==> config.mk <==
export PLATFORM = sky130hd
export DESIGN_NAME = life_grid_reader
export DESIGN_NICKNAME = d
export VERILOG_FILES = /design/src/rtl/life_pkg.sv /design/src/rtl/life_bit_packer.sv /design/src/rtl/life_grid_reader.sv
export SDC_FILE = /design/constraint.sdc
export NUM_CORES = 1
export LEC_CHECK = 0
export CORE_ASPECT_RATIO = 0.8
export CORE_MARGIN = 10
export CORE_UTILIZATION = 36
export CTS_CLUSTER_SIZE = 40
export DETAILED_ROUTE_END_ITERATION = 6
export GPL_ROUTABILITY_DRIVEN = 0
export PLACE_DENSITY = 0.58
export SYNTH_ARGS = -nofsm -noshare
export SYNTH_HDL_FRONTEND = slang
export SYNTH_SLANG_ARGS = --single-unit
==> constraint.sdc <==
create_clock -name clk_50MHz_i -period 1.9 [get_ports clk_50MHz_i]
set_input_delay 0.38 -clock clk_50MHz_i [delete_from_list [all_inputs] [get_ports clk_50MHz_i]]
set_output_delay 0.38 -clock clk_50MHz_i [all_outputs]
set_load 0.01 [all_outputs]
==> src/rtl/life_pkg.sv <==
// Shared grid constants and the readout FSM state encoding.
package life_pkg;

  localparam int unsigned DEF_ROWS   = 16;
  localparam int unsigned DEF_COLS   = 16;
  localparam int unsigned DEF_ADDR_W = 8;
  localparam int unsigned PACK_W     = 8;
  localparam int unsigned BIT_CNT_W  = 4;

  typedef enum logic [2:0] {
    ST_IDLE  = 3'd0,
    ST_FETCH = 3'd1,
    ST_LATCH = 3'd2,
    ST_SEND  = 3'd3,
    ST_DONE  = 3'd4
  } state_t;

endpackage

==> src/rtl/life_bit_packer.sv <==
// Serial-to-byte packer: first shifted cell ends up in the MSB.
module life_bit_packer
  import life_pkg::*;
(
  input  logic              clk,
  input  logic              rst,
  input  logic              shift_en,
  input  logic              clear,
  input  logic              bit_i,
  output logic [PACK_W-1:0] byte_o,
  output logic              full_o
);

  logic [BIT_CNT_W-1:0] bit_cnt;

  // High on the shift that completes the byte, so the FSM can branch on the same edge.
  assign full_o = shift_en && (bit_cnt == BIT_CNT_W'(PACK_W - 1));

  always_ff @(posedge clk) begin
    if (rst) begin
      byte_o  <= '0;
      bit_cnt <= '0;
    end else if (clear) begin
      bit_cnt <= '0;
    end else if (shift_en) begin
      byte_o  <= {byte_o[PACK_W-2:0], bit_i};
      bit_cnt <= bit_cnt + BIT_CNT_W'(1);
    end
  end

endmodule

==> src/rtl/life_grid_reader.sv <==
// Streams the cell RAM out as packed bytes over a valid/ready link, one frame per start pulse.
module life_grid_reader
  import life_pkg::*;
#(
  parameter int unsigned ROWS   = DEF_ROWS,
  parameter int unsigned COLS   = DEF_COLS,
  parameter int unsigned ADDR_W = DEF_ADDR_W
) (
  input  logic              clk_50MHz_i,
  input  logic              rst_sync_ha_i,
  input  logic              start_i,
  output logic [ADDR_W-1:0] ram_addr_o,
  output logic              ram_re_o,
  input  logic              ram_data_i,
  output logic [7:0]        tx_data_o,
  output logic              tx_valid_o,
  input  logic              tx_ready_i,
  output logic              tx_last_o,
  output logic              busy_o,
  output logic              done_o
);

  localparam int unsigned CELLS = ROWS * COLS;
  localparam int unsigned CNT_W = ADDR_W + 1;

  state_t           state;
  logic [CNT_W-1:0] cell_cnt;
  logic             shift_en;
  logic             pack_clear;
  logic             byte_full;
  logic [7:0]       pack_byte;

  assign shift_en   = (state == ST_LATCH);
  assign pack_clear = ((state == ST_IDLE) && start_i) || ((state == ST_SEND) && tx_ready_i);
  assign tx_data_o  = pack_byte;

  life_bit_packer u_packer (
    .clk      (clk_50MHz_i),
    .rst      (rst_sync_ha_i),
    .shift_en (shift_en),
    .clear    (pack_clear),
    .bit_i    (ram_data_i),
    .byte_o   (pack_byte),
    .full_o   (byte_full)
  );

  // Outputs are set on the transition into the state that owns them.
  always_ff @(posedge clk_50MHz_i) begin
    if (rst_sync_ha_i) begin
      state      <= ST_IDLE;
      cell_cnt   <= '0;
      ram_addr_o <= '0;
      ram_re_o   <= 1'b0;
      tx_valid_o <= 1'b0;
      tx_last_o  <= 1'b0;
      busy_o     <= 1'b0;
      done_o     <= 1'b0;
    end else begin
      ram_re_o <= 1'b0;
      done_o   <= 1'b0;
      case (state)
        ST_IDLE: begin
          if (start_i) begin
            cell_cnt   <= '0;
            ram_addr_o <= '0;
            ram_re_o   <= 1'b1;
            busy_o     <= 1'b1;
            state      <= ST_FETCH;
          end
        end
        ST_FETCH: state <= ST_LATCH;
        ST_LATCH: begin
          cell_cnt <= cell_cnt + CNT_W'(1);
          if (byte_full) begin
            tx_valid_o <= 1'b1;
            tx_last_o  <= (cell_cnt == CNT_W'(CELLS - 1));
            state      <= ST_SEND;
          end else begin
            ram_re_o   <= 1'b1;
            ram_addr_o <= ADDR_W'(cell_cnt + CNT_W'(1));
            state      <= ST_FETCH;
          end
        end
        ST_SEND: begin
          if (tx_ready_i) begin
            tx_valid_o <= 1'b0;
            tx_last_o  <= 1'b0;
            if (cell_cnt == CNT_W'(CELLS)) begin
              done_o <= 1'b1;
              state  <= ST_DONE;
            end else begin
              ram_re_o   <= 1'b1;
              ram_addr_o <= cell_cnt[ADDR_W-1:0];
              state      <= ST_FETCH;
            end
          end
        end
        ST_DONE: begin
          busy_o <= 1'b0;
          state  <= ST_IDLE;
        end
        default: begin
          tx_valid_o <= 1'b0;
          tx_last_o  <= 1'b0;
          busy_o     <= 1'b0;
          state      <= ST_IDLE;
        end
      endcase
    end
  end

endmodule

# After elaboration in Yosys (flattened, before gate mapping)
# Cells that the tools add are included.
# totals
input_bits	5
word_cells	71
ff_bits	37
output_inout_bits	21
# op_classes
reduce_logical	17
n_bitwise	5
n_eq_ne	12
add_sub_neg	2
muxes	25
# ops
operator	n
8-bit 2-to-1 mux	4
8-bit one-hot mux with 3 select lines	1
9-bit one-hot mux with 2 select lines	1
3-bit one-hot mux with 4 select lines	1
2-bit != test (second input constant)	5
9-bit by 1-bit adder with 9-bit output (second input constant)	1
9-bit by 8-bit == test with 1-bit output (second input constant)	1
9-bit == test (second input constant)	1
1-bit 2-to-1 mux	9
3-bit 2-to-1 mux	3
9-bit 2-to-1 mux	1
1-bit one-hot mux with 3 select lines	3
3-bit OR reduction	3
2-bit AND reduction	4
3-bit by 2-bit == test with 1-bit output (second input constant)	2
1-bit inverter	5
5-bit AND reduction	1
4-bit by 1-bit adder with 4-bit output (second input constant)	1
4-bit by 3-bit == test with 1-bit output (second input constant)	1
3-bit by 1-bit == test with 1-bit output (second input constant)	1
3-bit == test (second input constant)	1
1-bit logical AND	3
3-bit zero test	1
3-bit AND reduction	1
other kinds (6)	6

# Logic depth before layout (Yosys ltp)
# Gate-level depths: netlist (run 1).
# depth
ltp_word	5
ltp_mapped	8
mapped_depth_nobuf	7

# Hierarchy
# A second synthesis (run 1) with hierarchy kept.
# unflattened
cells_unflattened	218
hier_area_um2	1806.7
# by_module_without_submodules
module	instances	area_per_inst_um2	cells_per_inst	seq_area_each_um2
life_grid_reader	1	1327.5	164	500.5
life_bit_packer	1	479.2	54	240.2

# Least setup slack after synthesis (run 1)
# OpenSTA, ideal clock, no wires.
# synth_path
path_kind	register -> register
startpoint	register cell_cnt[0]
endpoint	register ram_addr_o[3]
setup_time_ns	0.132
n_path_buf	1
arrival_time_ns	1.671
slack_ns	0.097
t_required_ns	1.768
period_less_slack_ns	1.803
stages_incl_launch_ff	8
path_cell_list	dfxtp_1 -> clkbuf_1 -> inv_1 -> ha_1 -> or4b_4 -> o2111a_2 -> o22ai_1 -> a21oi_1
# synth_via
elab_chain_cells	3
word_cells_on_any_way	6
cone_classes	add/sub (1); eq/ne (2); mux (2); reduce/logical (1)
# synth_rtl
element	line_no	rtl
from (decl)	life_grid_reader.sv:27	logic [CNT_W-1:0] cell_cnt;
from (signal assigned)	life_grid_reader.sv:73	cell_cnt <= cell_cnt + CNT_W'(1);
9-bit by 1-bit adder with 9-bit output or 9-bit == test (tied branches)	life_grid_reader.sv:80, life_grid_reader.sv:88	
8-bit 2-to-1 mux or 2-bit != test (tied branches)	-	
8-bit one-hot mux with 3 select lines or 5-bit AND reduction (tied branches)	-	
to (signal assigned)	life_grid_reader.sv:80	ram_addr_o <= ADDR_W'(cell_cnt + CNT_W'(1));
to (signal assigned)	life_grid_reader.sv:93	ram_addr_o <= cell_cnt[ADDR_W-1:0];
to (decl)	life_grid_reader.sv:12	output logic [ADDR_W-1:0] ram_addr_o,
# Several ways; a longest one is shown, not always the timed one. The select of a mux whose other input is x is not followed.
# A chain may end at the register's enable or synchronous reset.

# Worst setup path in the final report (run 1)
# layout_path
startpoint	register cell_cnt[0]
endpoint	register ram_addr_o[7]
# The elaborated chain is that of the path after synthesis.

==> results.ini, run 1 <==
[timing]
tightest_slew_ns = 0.348
max_freq_ghz = 0.566
hold_viol_final = 0
hold_ws_ns = 0.456
finalSetupTns_ns = 0
period_needed_ns = 1.77
period_share = 0.930
finalSetupViolations = 0
grt_setup_unrepaired = false
slew_violations = 0
relSlewSlack = 0.767
fin_skew_ns = 0.00848

[die]
die_x_microns = 99.5
coreArea_sq_um = 4950
die_h_microns = 83.6
fp-row-count = 23
fp.dieArea_sq_um = 8310
initial_core_util = 0.368
pin_count = 26

[clock_network]
cts_tree = built
clock_latency_ns = 0.29
cts_sinks = 37
cts_max_level = 2
clockRootBuffer = clkbuf_8
clock_path_buffers = 2
cts_buffers = 5
cts.clk_slew.worst_paths_ns = 0.07
cts_hold_buffers = 0
cts_setup_buffers = 0
ctsResizeCount = 0

[route]
routed-via-count = 1595
wl_per_cell_microns = 14.1
viasPerCell = 5.10
final_antenna_net_count = 0
routed_wl_mm = 4.41
drtIter0Drc = 138
post-route-drc-count = 0
first_pass_iters = 4

[layout]
synthToLayoutAreaGrowth_pct = 26.3
nets = 259
n_antenna_cell = 0
layout.cells.non_filler = 313
drive_above_1_share = 0.147
fin_util = 0.464

[synthesis]
syn_avg_cell_area_sq_um = 8.42
synth_cell_type_count = 49
ys_seq_area_frac = 0.407
synth_seq_cells = 37
synth-edff-count = 0
synthesis.nets = 225
ys_warn_count = 0
syn_inst = 216
synthArstFlopShare = 0
synth.cell_area_sq_um = 1820
synthFlopType = dfxtp_1

[grt]
grt_first_pass_wirelength_mm = 7.70
antenna_found_initial = 0
grt_use_total = 0.113
globalRouteOverflowTotal = 0
grt_pass1_vias = 1583
grt_max_degree = 19

[power]
power.density_nw_per_um2 = 703
leakage_nw = 0.811
power_mw = 1.62
worst_ir_drop_vdd_mv = 0.385

[flow_run]
drv_cap = 0

[critical_path]
slowest_stage = or4b_4
required_ns = 2.08
path_buf_inv = 1
cp_top_family = compound AO/OA/AOI/OAI gates
crit_path_max_fanout = 8
cp.arrival_ns = 1.95
worstPathCellList = inv_1, ha_1, or4b_4, o2111a_2, o22ai_1, a21oi_1
crit_type = flop to flop
end_kind = flop
max_stage_delay_ns = 0.50
critPathLaunchType = flop

[placed_design]
dpl.hpwl_mm = 3.20
portBuffers = 25
dp.cells = 305

[hold_path]
hold_class = flop to flop

[status]
status = completed

==> cells by family after synthesis <==
| kind of cell | share of synthesized area |
|---|---|
| AOI/OAI and AO/OA | 0.213 |
| xor gates and xnor gates | 0.0289 |
| adders and majority gates | 0.0275 |
| buffers and inverters | 0.0667 |
| DFF | 0.407 |
| muxes | 0.00619 |
| and+or+nand+nor | 0.250 |
==> synthesized netlist by cell type (2+ instances only) <==
master,instances,area share
o22ai_1,4,0.014
buf_6,4,0.025
nand4_1,2,0.0069
and3b_1,2,0.0096
nor3_1,7,0.019
nor2_1,13,0.027
a22oi_1,2,0.0083
ha_1,4,0.028
inv_1,3,0.0062
buf_2,6,0.017
nand2_1,22,0.045
a21oi_1,30,0.083
or3_1,3,0.010
nand3_1,6,0.017
o21bai_1,2,0.0083
xnor2_1,4,0.019
dfxtp_1,37,0.41
nor2b_1,2,0.0069
xor2_1,2,0.0096
and3_1,2,0.0069
nand3b_1,4,0.017
clkbuf_1,6,0.012
and2_1,2,0.0069
or4b_4,2,0.015
o21ai_0,8,0.022
o21ai_1,11,0.030
o21a_1,3,0.012
nor4_1,2,0.0069
==> cells in the final DEF, fill, tap and decap left out, types with 3 or more instances in the layout <==
master,instances
nand3_1,6
or3_1,3
o21a_1,3
nor2_1,13
a21oi_1,30
xnor2_1,4
buf_4,20
nand2_1,22
clkdlybuf4s50_1,25
dfxtp_1,37
nor3_1,7
o22ai_1,4
inv_1,3
clkbuf_8,5
o21ai_0,8
ha_1,4
o21ai_1,11
nand3b_1,4
==> power breakdown <==
group          switching, mW  internal (mW)
clock network          0.282          0.394
registers            0.00825          0.786
logic                 0.0824         0.0643
total                  0.372           1.24
==> sequential cells by signal, indices dropped and copies added, names as in the netlist <==
signal and cells:
busy_o 1, cell_cnt 9, done_o 1, ram_addr_o 8
ram_re_o 1, state 3, tx_last_o 1, tx_valid_o 1
u_packer.bit_cnt 4, u_packer.byte_o 8
==> area by class of cell <==
cell class	count	area, sq um
Clock buffer	6	72.6
Sequential cell	37	741
Tap cell	62	77.6
Clock inverter	2	38.8
Timing Repair Buffer	45	400
Fill cell	501	2650
Inverter	3	11.3
Multi-Input combinational cell	158	957
==> path summary, 6_finish.rpt <==
kind | depth (start not counted) | startpoint | end | slack, ns
worst min-delay path | 2 | u_packer.byte_o[7]$_SDFFE_PP0P_ | u_packer.byte_o[7]$_SDFFE_PP0P_ | 0.46
worst max-delay path | 6 | cell_cnt[0]$_SDFFE_PP0P_ | ram_addr_o[7]$_SDFFE_PP0P_ | 0.13
worst min register to register | 2 | u_packer.byte_o[7]$_SDFFE_PP0P_ | u_packer.byte_o[7]$_SDFFE_PP0P_ | 0.46
worst max register to register | 6 | cell_cnt[0]$_SDFFE_PP0P_ | ram_addr_o[7]$_SDFFE_PP0P_ | 0.13
==> worst min-delay path: stages (launching register included) <==
cell and delay (ns):
dfxtp_1 0.31, nand2_1 0.05, a21oi_1 0.05
==> stage by stage <==
step	setup WS, ns	cell area (sq um)
floorplan	0.0967	1820
global placement	0.0417	2190
detailed placement	0.0416	2190
CTS	0.135	2300
global route	0.0561	2300
finish	0.133	2300
==> per-layer routing <==
metal | vias to the layer above | track usage | share of wire
li1 | 832 | - | -
met1 | 725 | 0.139 | 0.48
met2 | 36 | 0.159 | 0.42
met3 | 2 | 0.0613 | 0.092
met4 | 0 | 0.0403 | 0.0082
met5 | - | 0 | 0
Power figures use the tool's default switching activity.
==> run 2: changes to the inputs <==
--- a/config.mk
+++ b/config.mk
@@ -6,12 +6,12 @@
 export NUM_CORES = 1
 export LEC_CHECK = 0
 export CORE_ASPECT_RATIO = 0.8
-export CORE_MARGIN = 10
+export CORE_MARGIN = 2
 export CORE_UTILIZATION = 36
 export CTS_CLUSTER_SIZE = 40
 export DETAILED_ROUTE_END_ITERATION = 6
 export GPL_ROUTABILITY_DRIVEN = 0
-export PLACE_DENSITY = 0.58
+export PLACE_DENSITY = 0.56
 export SYNTH_ARGS = -nofsm -noshare
 export SYNTH_HDL_FRONTEND = slang
 export SYNTH_SLANG_ARGS = --single-unit
==> constraint.sdc (replaced) <==
create_clock -name clk_50MHz_i -period 1.8 [get_ports clk_50MHz_i]
set_input_delay 0.36 -clock clk_50MHz_i [delete_from_list [all_inputs] [get_ports clk_50MHz_i]]
set_output_delay 0.36 -clock clk_50MHz_i [all_outputs]
set_load 0.1 [all_outputs]
==> results.ini, run 2 (synthesized netlist as in run 1, its figures left out) <==
[layout]
largest_reg_flops = 9  ; unchanged
fin_util = 0.511  ; +0.0463
top_regs = cell_cnt: 9 flops, ram_addr_o: 8 flops, u_packer.byte_o: 8 flops
synthToLayoutAreaGrowth_pct = 38.9
nets = 263  ; +1.5%
n_antenna_cell = 0  ; unchanged
fin_area_sq_um = 2530  ; +10%
largest_register = cell_cnt
mostFrequentLayoutCell = dfxtp_1
drive_above_1_share = 0.243  ; +0.0957
mostFrequentLayoutCells = 37 x dfxtp_1, 30 x a21oi_1, 23 x buf_4

[power]
power_frac_seq = 0.509  ; +0.018
p_sw_frac = 0.283  ; +0.0526
p_int_mw = 1.19  ; -4.4%
comb_power_share = 0.129  ; +0.038
pwr-share-clk = 0.362  ; -0.056
power.density_nw_per_um2 = 656  ; -6.7%
leakage_nw = 0.915  ; +13%
worst_ir_drop_vdd_mv = 0.454  ; +18%
p_sw_mw = 0.469  ; +26%
power_mw = 1.66  ; +2.6%

[timing]
grt_setup_unrepaired = true
hold_viol_final = 0  ; unchanged
period_share = 0.963  ; +0.0331
fin_skew_ns = 0.00709  ; -0.00139 ns
finalSetupTns_ns = 0  ; unchanged
slew_violations = 0  ; unchanged
max_freq_ghz = 0.577  ; +1.9%
finalSetupViolations = 0  ; unchanged
tightest_slew_ns = 0.334  ; -0.0141 ns
period_needed_ns = 1.73  ; -0.0333 ns
layout_setup_ws_ns = 0.0664  ; -0.0667 ns
relSlewSlack = 0.777  ; +0.00967

[hold_path]
whs_endpoint = u_packer.bit_cnt[1]$_SDFFE_PP0P_
worstHoldStart = u_packer.bit_cnt[1]$_SDFFE_PP0P_
hold_class = flop to flop
holdPathStages = 2  ; unchanged

[critical_path]
end_kind = flop
cp.arrival_ns = 1.92  ; -0.03 ns
r2r_cells = 6  ; unchanged
crit_type = flop to flop
r2r_end = ram_addr_o[7]$_SDFFE_PP0P_
crit_path_max_fanout = 8  ; unchanged
rrSetupSlack_ns = 0.07  ; -0.07 ns
r2r-start = cell_cnt[0]$_SDFFE_PP0P_
critPathLaunchType = flop
required_ns = 1.98  ; -0.10 ns

[clock_network]
ctsResizeCount = 0  ; unchanged
cts_max_level = 2  ; unchanged
clockRootBuffer = clkbuf_8
cts_tree = built
cts_buffers = 5  ; unchanged
cts_sinks = 37  ; unchanged
clock_path_buffers = 2  ; unchanged
cts.clk_slew.worst_paths_ns = 0.08  ; about the same
cts_hold_buffers = 0  ; unchanged
clock_latency_ns = 0.29  ; about the same
cts_setup_buffers = 0  ; unchanged

[status]
status = completed

[die]
initial_core_util = 0.368  ; unchanged
fp.dieArea_sq_um = 5640  ; -32%
pin_count = 26  ; unchanged
die_x_microns = 83.5  ; -16%
die_h_microns = 67.6  ; -19%
fp-row-count = 23  ; unchanged
coreArea_sq_um = 4950  ; unchanged

[grt]
grt_max_degree = 14  ; -5
grt_first_pass_wirelength_mm = 7.37  ; -4.3%
globalRouteOverflowTotal = 0  ; unchanged
antenna_found_initial = 0  ; unchanged
grt_use_total = 0.165  ; +0.0524
grt_pass1_vias = 1558  ; -1.6%

[route]
post-route-drc-count = 0  ; unchanged
viasPerCell = 5.23  ; +2.7%
first_pass_iters = 4  ; unchanged
routed-via-count = 1659  ; +4.0%
final_antenna_net_count = 0  ; unchanged
drtIter0Drc = 102  ; -26%
wl_per_cell_microns = 13.7  ; -2.7%
routed_wl_mm = 4.35  ; -1.5%

[placed_design]
place_ws_ns = -0.0511  ; -0.0927 ns
dpl.hpwl_mm = 3.13  ; -2.2%
placed_cell_area_sq_um = 2440  ; +12%
portBuffers = 25  ; unchanged

[flow_run]
drv_cap = 0  ; unchanged

run 2: changes by cell type in the layout (fill, tap and decap cells not counted), sizes merged:
cell	before	now
bufinv	1	0
clkdlybuf4s50	25	4
clkinvlp	0	2
clkinv	1	0
buf	20	45
run 2: final cells by class:
| class | instances | area, sq um |
|---|---|---|
| fill | 446 | 2420 |
| sequential | 37 | 741 |
| timing repair buffer | 49 | 653 |
| clock buffer | 6 | 72.6 |
| tap | 62 | 77.6 |
| clock inverter | 2 | 15.0 |
| inverter | 3 | 11.3 |
| multi-input combinational | 158 | 957 |
run 2: stage by stage:
step	hold WS, ns	std cells
5_1_grt	0.529	317
3_3_place_gp	0.464	309
4_1_cts	0.490	317
3_5_place_dp	0.477	309
6_report	0.488	317
2_1_floorplan	0.454	216
run 2: metal layers:
layer,share of wire,global-route usage
met5,0,0
met4,0.012,0.0544
met3,0.057,0.0562
met2,0.41,0.255
met1,0.52,0.219
run 2: critical path, cell delays in order, from the launching register on:
cell	delay, ns
dfxtp_1	0.31
inv_1	0.05
ha_1	0.13
or4b_4	0.50
o2111a_2	0.33
o22ai_1	0.21
a21oi_1	0.09
run 2: power by group through the flow:
stage | Clock, mW | Combinational (mW) | Sequential, mW
floorplan | 0 | 0.0959 | 0.904
global placement | 0 | 0.215 | 0.864
detailed placement | 0 | 0.215 | 0.864
CTS | 0.612 | 0.216 | 0.844
global route | 0.650 | 0.230 | 0.847
finish | 0.600 | 0.215 | 0.844
run 2: worst max-delay path by stage:
stage,slack [ns],to,cells past startpoint,start
floorplan,0.01,ram_addr_o[3]$_SDFFE_PP0P_,7,cell_cnt[0]$_SDFFE_PP0P_
global placement,-0.01,ram_addr_o[3]$_SDFFE_PP0P_,5,start_i
detailed placement,-0.05,ram_addr_o[3]$_SDFFE_PP0P_,5,start_i
CTS,0.06,ram_addr_o[7]$_SDFFE_PP0P_,6,cell_cnt[0]$_SDFFE_PP0P_
global route,-0.002,ram_addr_o[0]$_SDFFE_PP0P_,6,cell_cnt[0]$_SDFFE_PP0P_
finish,0.07,ram_addr_o[7]$_SDFFE_PP0P_,6,cell_cnt[0]$_SDFFE_PP0P_
